--- src/rtl/demux4b4_buf.sv ---
// Registered 1-to-4 nibble demultiplexer with four single-entry valid/ready lane buffers.
// Optional broadcast to all lanes is enabled with the DEMUX4B4_BCAST_EN macro (adds input BC).
module demux4b4_buf (
  input  logic       CLK,
  input  logic       Reset,
  input  logic [3:0] I,
  input  logic [1:0] S,
  input  logic       IV,
  output logic       IR,
  output logic [3:0] A,
  output logic [3:0] B,
  output logic [3:0] C,
  output logic [3:0] D,
  output logic       AV,
  output logic       BV,
  output logic       CV,
  output logic       DV,
  input  logic       AR,
  input  logic       BR,
  input  logic       CR,
  input  logic       DR
`ifdef DEMUX4B4_BCAST_EN
  ,
  input  logic       BC
`endif
);

  localparam int unsigned NumLanes = 4;

  logic [3:0] data_q [NumLanes];
  logic [3:0] data_d [NumLanes];
  logic [NumLanes-1:0] vld_q, vld_d;

  logic [NumLanes-1:0] rdy;
  logic [NumLanes-1:0] drain;
  logic [NumLanes-1:0] free;
  logic [NumLanes-1:0] sel;
  logic [NumLanes-1:0] load;
  logic                bcast;

`ifdef DEMUX4B4_BCAST_EN
  assign bcast = BC;
`else
  assign bcast = 1'b0;
`endif

  assign rdy   = {DR, CR, BR, AR};
  assign drain = vld_q & rdy;
  // A lane that drains this cycle can take new data on the same edge.
  assign free  = ~vld_q | drain;

  always_comb begin
    sel = '0;
    IR  = 1'b0;
    if (bcast) begin
      sel = '1;
      IR  = &free;
    end else begin
      sel[S] = 1'b1;
      IR     = free[S];
    end
  end

  assign load = (IV && IR) ? sel : '0;

  always_comb begin
    vld_d = (vld_q & ~drain) | load;
    for (int i = 0; i < NumLanes; i++) begin
      data_d[i] = load[i] ? I : data_q[i];
    end
  end

  always_ff @(posedge CLK or posedge Reset) begin
    if (Reset) begin
      vld_q <= '0;
      for (int i = 0; i < NumLanes; i++) begin
        data_q[i] <= '0;
      end
    end else begin
      vld_q <= vld_d;
      for (int i = 0; i < NumLanes; i++) begin
        data_q[i] <= data_d[i];
      end
    end
  end

  assign A  = data_q[0];
  assign B  = data_q[1];
  assign C  = data_q[2];
  assign D  = data_q[3];
  assign AV = vld_q[0];
  assign BV = vld_q[1];
  assign CV = vld_q[2];
  assign DV = vld_q[3];

endmodule

--- config.mk ---
export PLATFORM = sky130hd
export DESIGN_NAME = demux4b4_buf
export DESIGN_NICKNAME = d
export VERILOG_FILES = /design/src/rtl/demux4b4_buf.sv
export SDC_FILE = /design/constraint.sdc
export NUM_CORES = 1
export LEC_CHECK = 0
export ABC_AREA = 1
export BUFFER_PORTS_ARGS = -buffer_cell sky130_fd_sc_hd__buf_2
export CAP_MARGIN = 25
export CORE_UTILIZATION = 50
export DETAILED_ROUTE_END_ITERATION = 10
export HOLD_SLACK_MARGIN = 0.02
export PLACE_DENSITY = 0.91
export SYNTH_ARGS = -nofsm -noshare
export SYNTH_HDL_FRONTEND = slang
export SYNTH_SLANG_ARGS = --single-unit
--- constraint.sdc ---
create_clock -name CLK -period 2.48 [get_ports CLK]
set_input_delay 0.124 -clock CLK [delete_from_list [all_inputs] [get_ports CLK]]
set_output_delay 0.124 -clock CLK [all_outputs]
set_load 0.03 [all_outputs]
==> impl_summary.txt, run 1 <==
----------------------------------------------------
[Power]
  Power density relative to cell area ... 801 nW/um^2
  Net switching fraction of the power ... 0.348
  Portion of total power attributed to sequential cells ... 0.424
  Peak VDD IR ... 0.423 mV
  Combinational Power Share ... 0.308
  Share of total power in the clock network ... 0.268
  Net switching power of the design ... 0.335 mW
  Design internal power ... 0.628 mW
  Standby leakage power ... 0.664 nW

[Setup path]
  Depth of the worst register-to-register path ... 9
  Highest-delay cell along the critical path ... sky130_fd_sc_hd__dfrtp_1
  Worst EP arrival ... 1.61 ns
  Top cell by count, worst path ... sky130_fd_sc_hd__nand2_1
  Slowest cell delay on critical path ... 0.40 ns
  Cell-by-cell trace of the critical path ... inv_1, nor2_1, nand2_1, nand2_1, nor2_2, buf_2
  Critical R2R Capture ... C[0]
  Critical Path Start Type ... register
  Slack of the worst reg-to-reg path ... 0.82 ns
  Kind of cell with the highest combined delay on the critical path ... simple AND/OR/NAND/NOR gates
  Critical path fanouts, max ... 12
  Buffer and inverter count on the worst path ... 2
  Setup CP Type ... reg2out
  Worst setup EP type ... output pin
  Critical path required time ... 2.36 ns
  FF-to-FF Start ... vld_q[1]

[STA]
  Shortest clock period the worst path allows after layout ... 1.74 ns
  Number of hold-slack violations in the final timing report ... 0
  Tightest Pin Transition ... 0.729 ns
  Final setup violation count ... 0
  Worst-case hold slack ... 0.113 ns
  Final worst path period share ... 0.700
  Worst-case clock skew ... 0.00804 ns
  Final max-slew violation count ... 0
  Setup repair after global routing missed its margin ... no
  Slew Limit Headroom ... 0.513
  Maximum clock frequency ... 576 MHz
  Final Worst Setup Slack ... 0.743 ns
  Aggregate negative setup slack ... 0 ns

[Routing]
  Iter 0 DRT Violations ... 23
  Average detailed-routed wire length per instance ... 12.2 um
  Detailed-route vias per instance ... 5.19
  Routed vias ... 867
  Final routed wirelength across all metal layers ... 2.04 mm
  DRC ... 0
  Pre-antenna DRT Iters ... 4
  Antenna violation net count after detailed routing ... 0

[GRT]
  Pin count of the biggest net entering global routing ... 21
  Residual overflow from global routing ... 0
  Initial antenna violation count ... 0
  Number of global-route vias before repair ... 818
  Global-route usage over all layers ... 0.232
  First-pass GRT wire length ... 3.37 mm

[Job]
  Count of maximum capacitance violations ... 0

[Synthesis]
  Async S/R FF share, synth ... 1.00
  Cells after Synth ... 103
  Number of register bits inferred by synthesis ... 20
  Post-Synth XOR/XNOR Area ... 0
  Fraction of post-synthesis cell area in the top cell type by area ... 0.545
  Post-synth EDFFs ... 0
  Biggest area consumer among synthesized cells ... sky130_fd_sc_hd__dfrtp_1
  Largest family of logic cells by synthesized area ... simple AND/OR/NAND/NOR gates
  Synthesized cell area ... 918 sq um
  Area fraction in compound gates after synthesis ... 0.0218
  Adder and majority cell fraction of the synthesized area ... 0
  Cell with the most instances after synthesis ... sky130_fd_sc_hd__nand2_1
  Synthesized net count ... 116
  Part of the Yosys area used for sequential elements ... 0.545
  Most numerous cell types in the synthesized netlist ... sky130_fd_sc_hd__nand2_1 (39), sky130_fd_sc_hd__dfrtp_1 (20), sky130_fd_sc_hd__nand4_1 (16)
  Distinct cell type count after synthesis ... 12
  Per-instance average area after synthesis ... 8.92 sq um
  Most used flip-flop cell after synthesis ... sky130_fd_sc_hd__dfrtp_1
  Mux contribution to synthesized area ... 0
  Number of synthesis warnings ... 0
  Basic-gate share of the synthesized area counting and, or, nand and nor cells ... 0.375
  Ranking of synthesized cells by area ... sky130_fd_sc_hd__dfrtp_1 (54%), sky130_fd_sc_hd__nand2_1 (16%), sky130_fd_sc_hd__nand4_1 (11%)

[Worst hold path]
  Hold Path Depth ... 3
  Worst min-delay path category ... in2reg
  Worst Min Path Start ... I[0]
  Endpoint of the worst hold path ... B[0]

[Layout]
  Final net count ... 156
  Share of the core filled with cells ... 0.696
  Ant diodes ... 0
  Area overhead of the layout relative to synthesis ... 30.8%
  Fillcell total ... 131
  Fraction of layout cells with a size suffix above 1 ... 0.317

[Placement]
  HPWL Detailed ... 1.49 mm
  Worst slack after detailed placement ... 0.849 ns
  Final RePlAce weighted congestion ... 0.871
  Port bufs ... 33

[Floorplan]
  DIE AREA ... 2010 sq um
  Die Wd ... 44.9 um
  Die Ht ... 44.9 um
  Starting density of the core ... 0.532
  Site Rows ... 15
  IO Pins ... 34
  Total core area ... 1730 sq um

[CTS]
  TritonCTS clock tree ... built
  Maximum root-to-sink buffer count ... 2
  Number of buffers inserted for hold repair after clock tree synthesis ... 5
  Number of buffers inserted to repair setup after CTS ... 0
  Root Buffer Master ... sky130_fd_sc_hd__clkbuf_4
  TritonCTS buffer count ... 3
  Clock Latency Late Sink ... 0.30 ns
  CTS clk-pin slew, worst paths ... 0.11 ns
  Number of H-tree levels ... 1
  Count of instances resized after the clock tree is built ... 0
  Number of clock sinks ... 20

[Status]
  Run status ... completed

----------------------------------------------------
-- how the worst max path moves through the flow --
stage	from	to	slack, ns	cells after the start
2_1_floorplan	vld_q[0]	D[0]	1.10	8
3_3_place_gp	vld_q[0]	C[0]	0.94	9
3_5_place_dp	vld_q[1]	C[3]	0.85	9
4_1_cts	vld_q[1]	IR	0.73	6
5_1_grt	vld_q[1]	IR	0.60	6
6_report	vld_q[1]	IR	0.74	6
-- cells by family (layout without fill, tap and decap cells) --
kind of cell,Yosys count,in the layout
AOI/OAI and AO/OA,4,4
and+or+nand+nor,67,67
DFF,20,20
buffers and inverters,12,51
-- registers in the layout, summed over array words and instances, names as in the netlist --
register	flops
B	4
C	4
vld_q	4
A	4
D	4
-- power by group through the flow --
stage                     Combinational, mW  Sequential [mW]  Clock [mW]
after floorplan                      0.0834            0.531           0
after global placement                0.282            0.413           0
after detailed placement              0.291            0.414           0
after CTS                             0.298            0.408       0.267
after global routing                  0.322            0.415       0.279
final                                 0.297            0.408       0.258
-- cell type report --
type,count,area [sq um],area share
Clock buffer,3,22.5,0.0188
Clock inverter,1,30.0,0.0250
Inverter,8,30.0,0.0250
Multi-Input combinational cell,71,364,0.303
Sequential cell,20,500,0.417
Tap cell,25,31.3,0.0260
Timing Repair Buffer,39,223,0.185
-- layer usage --
layer / part of all wire / track usage / vias up / wire length [um]
met4: 0.028 / 0.121 / 0 / 57
met3: 0.038 / 0.0200 / 8 / 77
li1: - / - / 422 / -
met5: 0 / 0 / - / 0
met1: 0.42 / 0.275 / 406 / 860
met2: 0.51 / 0.418 / 31 / 1040
-- tightest hold or removal path: cells and delay by family --
kind | cells | cell delay (ns)
AND/OR/NAND/NOR | 2 | 0.13
buffers and inverters | 1 | 0.13
-- through the flow --
stage | std cells | total power [mW] | cell area [sq um]
after detailed placement | 158 | 0.705 | 1100
final | 167 | 0.963 | 1200
after CTS | 167 | 0.973 | 1200
after floorplan | 103 | 0.614 | 918
after global routing | 167 | 1.02 | 1200
after global placement | 158 | 0.696 | 1100
-- cells in the final DEF, fill, tap and decap left out --
cell / count
sky130_fd_sc_hd__nor2_1: 4
sky130_fd_sc_hd__buf_2: 33
sky130_fd_sc_hd__nor2_2: 4
sky130_fd_sc_hd__dfrtp_1: 20
sky130_fd_sc_hd__dlygate4sd3_1: 5
sky130_fd_sc_hd__inv_1: 8
sky130_fd_sc_hd__bufinv_16: 1
sky130_fd_sc_hd__nand3_4: 3
sky130_fd_sc_hd__o21ai_1: 4
sky130_fd_sc_hd__nand4_1: 16
sky130_fd_sc_hd__nand3_1: 1
sky130_fd_sc_hd__nand2_1: 39
sky130_fd_sc_hd__buf_4: 1
sky130_fd_sc_hd__clkbuf_4: 3
Power figures use the tool's default switching activity.
==> run 2, diff against run 1 <==
- CORE_UTILIZATION: 50 -> 47
- PLACE_DENSITY: 0.91 -> 0.87
- clock period: 2.48 -> 1.8 ns (I/O delays scaled with it)
==> run 2 against run 1 <==
  * Worst hold slack got worse by 0.043 ns
  * Clock power is 42% higher
  * Die area grew 6.1%
  * Global-route usage fell by 0.97 points
  * Flip-flop and latch count is the same
  * Combinational power is 38% higher
  * Wire length grew 2.5%
  * Non-clock buffer count rose by 1
  * Critical path type unchanged
  * Critical endpoint unchanged
  * Largest cell class unchanged
==> impl_summary.txt, run 2 (synthesis gave the netlist of run 1 again) <==
----------------------------------------------------
[Status]
  Run status ... completed

[Floorplan]
  Die Wd ... 46.2 um
  DIE AREA ... 2130 sq um
  Die Ht ... 46.2 um
  IO Pins ... 34
  Starting density of the core ... 0.515
  Site Rows ... 15
  Total core area ... 1780 sq um

[Layout]
  Most common cell after layout, fill and taps aside ... sky130_fd_sc_hd__nand2_1
  Ant diodes ... 0
  Most frequent cells in the layout ... sky130_fd_sc_hd__nand2_1 (39), sky130_fd_sc_hd__buf_2 (33), sky130_fd_sc_hd__dfrtp_1 (20)
  Non-filler instance count after layout ... 168
  Area overhead of the layout relative to synthesis ... 32.2%
  Final Instance Area ... 1210 sq um
  Fraction of layout cells with a size suffix above 1 ... 0.322
  Final net count ... 157

[Worst hold path]
  Endpoint of the worst hold path ... B[0]
  Worst Min Path Start ... I[0]
  Worst min-delay path category ... in2reg
  Hold Path Depth ... 3

[STA]
  Tightest Pin Transition ... 0.746 ns
  Final worst path period share ... 0.925
  Aggregate negative setup slack ... 0 ns
  Shortest clock period the worst path allows after layout ... 1.67 ns
  Slew Limit Headroom ... 0.502
  Worst-case clock skew ... 0.00696 ns
  Number of hold-slack violations in the final timing report ... 0
  Final max-slew violation count ... 0
  Maximum clock frequency ... 600 MHz
  Setup repair after global routing missed its margin ... no
  Final setup violation count ... 0

[Setup path]
  Depth of the worst register-to-register path ... 9
  Highest-delay cell along the critical path ... sky130_fd_sc_hd__dfrtp_1
  Slowest cell delay on critical path ... 0.39 ns
  Slack of the worst reg-to-reg path ... 0.37 ns
  Top cell by count, worst path ... sky130_fd_sc_hd__nand2_1
  Critical path required time ... 1.71 ns
  Kind of cell with the highest combined delay on the critical path ... buffers and inverters
  Critical Path Start Type ... register
  Worst setup EP type ... output pin
  Worst EP arrival ... 1.58 ns
  Setup CP Type ... reg2out
  Cell-by-cell trace of the critical path ... inv_1, nor2_1, nand2_1, nand2_1, nor2_4, buf_4, buf_2
  FF-to-FF Start ... vld_q[2]
  Critical R2R Capture ... D[2]
  Critical path fanouts, max ... 8
  Buffer and inverter count on the worst path ... 3

[GRT]
  Residual overflow from global routing ... 0
  Number of global-route vias before repair ... 764
  Pin count of the biggest net entering global routing ... 21
  Global-route usage over all layers ... 0.222
  Initial antenna violation count ... 0
  First-pass GRT wire length ... 3.31 mm

[Routing]
  Final routed wirelength across all metal layers ... 2.09 mm
  Average detailed-routed wire length per instance ... 12.4 um
  Antenna violation net count after detailed routing ... 0
  Pre-antenna DRT Iters ... 4
  Iter 0 DRT Violations ... 27
  Detailed-route vias per instance ... 4.99
  Routed vias ... 838
  DRC ... 0

[Power]
  Power density relative to cell area ... 1110 nW/um^2
  Standby leakage power ... 0.670 nW
  Total chip power ... 1.34 mW
  Peak VDD IR ... 0.535 mV

[Placement]
  Post-place instance area ... 1110 sq um
  Final RePlAce weighted congestion ... 0.804
  HPWL Detailed ... 1.42 mm
  Placed cell count ... 159
  Port bufs ... 33

[CTS]
  TritonCTS buffer count ... 3
  Maximum root-to-sink buffer count ... 2
  CTS clk-pin slew, worst paths ... 0.12 ns
  Number of clock sinks ... 20
  Root Buffer Master ... sky130_fd_sc_hd__clkbuf_4
  TritonCTS clock tree ... built
  Number of buffers inserted to repair setup after CTS ... 0
  Clock Latency Late Sink ... 0.30 ns
  Number of H-tree levels ... 1

[Job]
  Count of maximum capacitance violations ... 0

----------------------------------------------------
==> run 2: changes by cell type in the layout (fill, tap and decap cells not counted), sizes merged <==
| cell | previous run | this run |
|---|---|---|
| buf | 34 | 35 |
==> run 2: how the worst max path moves through the flow <==
stage / from / endpoint / slack, ns / depth (start not counted)
2_1_floorplan: vld_q[0] / D[0] / 0.42 / 8
4_1_cts: vld_q[2] / IR / 0.04 / 7
3_3_place_gp: vld_q[0] / D[2] / 0.38 / 9
5_1_grt: vld_q[2] / IR / 0.0002 / 7
3_5_place_dp: vld_q[2] / D[2] / 0.30 / 9
6_report: vld_q[2] / IR / 0.13 / 7
==> run 2: layout make-up <==
type / instances / area, sq um
fillers: 140 / 569
flip-flops and latches: 20 / 500
multi-input cells: 71 / 369
repair buffers: 40 / 230
well taps: 25 / 31.3
clock inverters: 1 / 30.0
inverters: 8 / 30.0
clock buffers: 3 / 22.5
==> run 2: per-layer routing <==
| layer | up-vias | share of wire | track usage | routed length (um) |
|---|---|---|---|---|
| li1 | 421 | - | - | - |
| met1 | 372 | 0.45 | 0.292 | 934 |
| met2 | 39 | 0.47 | 0.341 | 973 |
| met3 | 6 | 0.067 | 0.0392 | 140 |
| met4 | 0 | 0.019 | 0.129 | 40 |
| met5 | - | 0 | 0 | 0 |
==> run 2: timing repair <==
item	in CTS	in global routing
hold buffers	5	0
setup endpoints to repair	0	1
resized for setup	0	1
hold endpoints to repair	24	0
==> run 2: metrics by stage <==
| step | utilization | hold WS, ns | setup slack, ns |
|---|---|---|---|
| floorplan | - | 0.0538 | 0.416 |
| global placement | 0.620 | 0.232 | 0.383 |
| detailed placement | 0.620 | 0.261 | 0.304 |
| CTS | 0.678 | 0.0708 | 0.0377 |
| global route | 0.681 | 0.0766 | 0.000228 |
| finish | 0.681 | 0.0697 | 0.134 |
==> run 2: worst reg2reg max path: stages (launching register included) <==
cell and delay [ns]:
sky130_fd_sc_hd__dfrtp_1 0.39, sky130_fd_sc_hd__inv_1 0.08, sky130_fd_sc_hd__nor2_1 0.05, sky130_fd_sc_hd__nand2_1 0.06
sky130_fd_sc_hd__nand2_1 0.08, sky130_fd_sc_hd__nor2_4 0.20, sky130_fd_sc_hd__buf_4 0.21, sky130_fd_sc_hd__nand3_4 0.09
sky130_fd_sc_hd__nand2_1 0.09, sky130_fd_sc_hd__nand2_1 0.06
==> run 2: report_power, final <==
group,total [mW],internal (mW),switching (mW)
registers,0.563,0.526,0.0375
logic,0.411,0.117,0.294
clock network,0.367,0.225,0.142
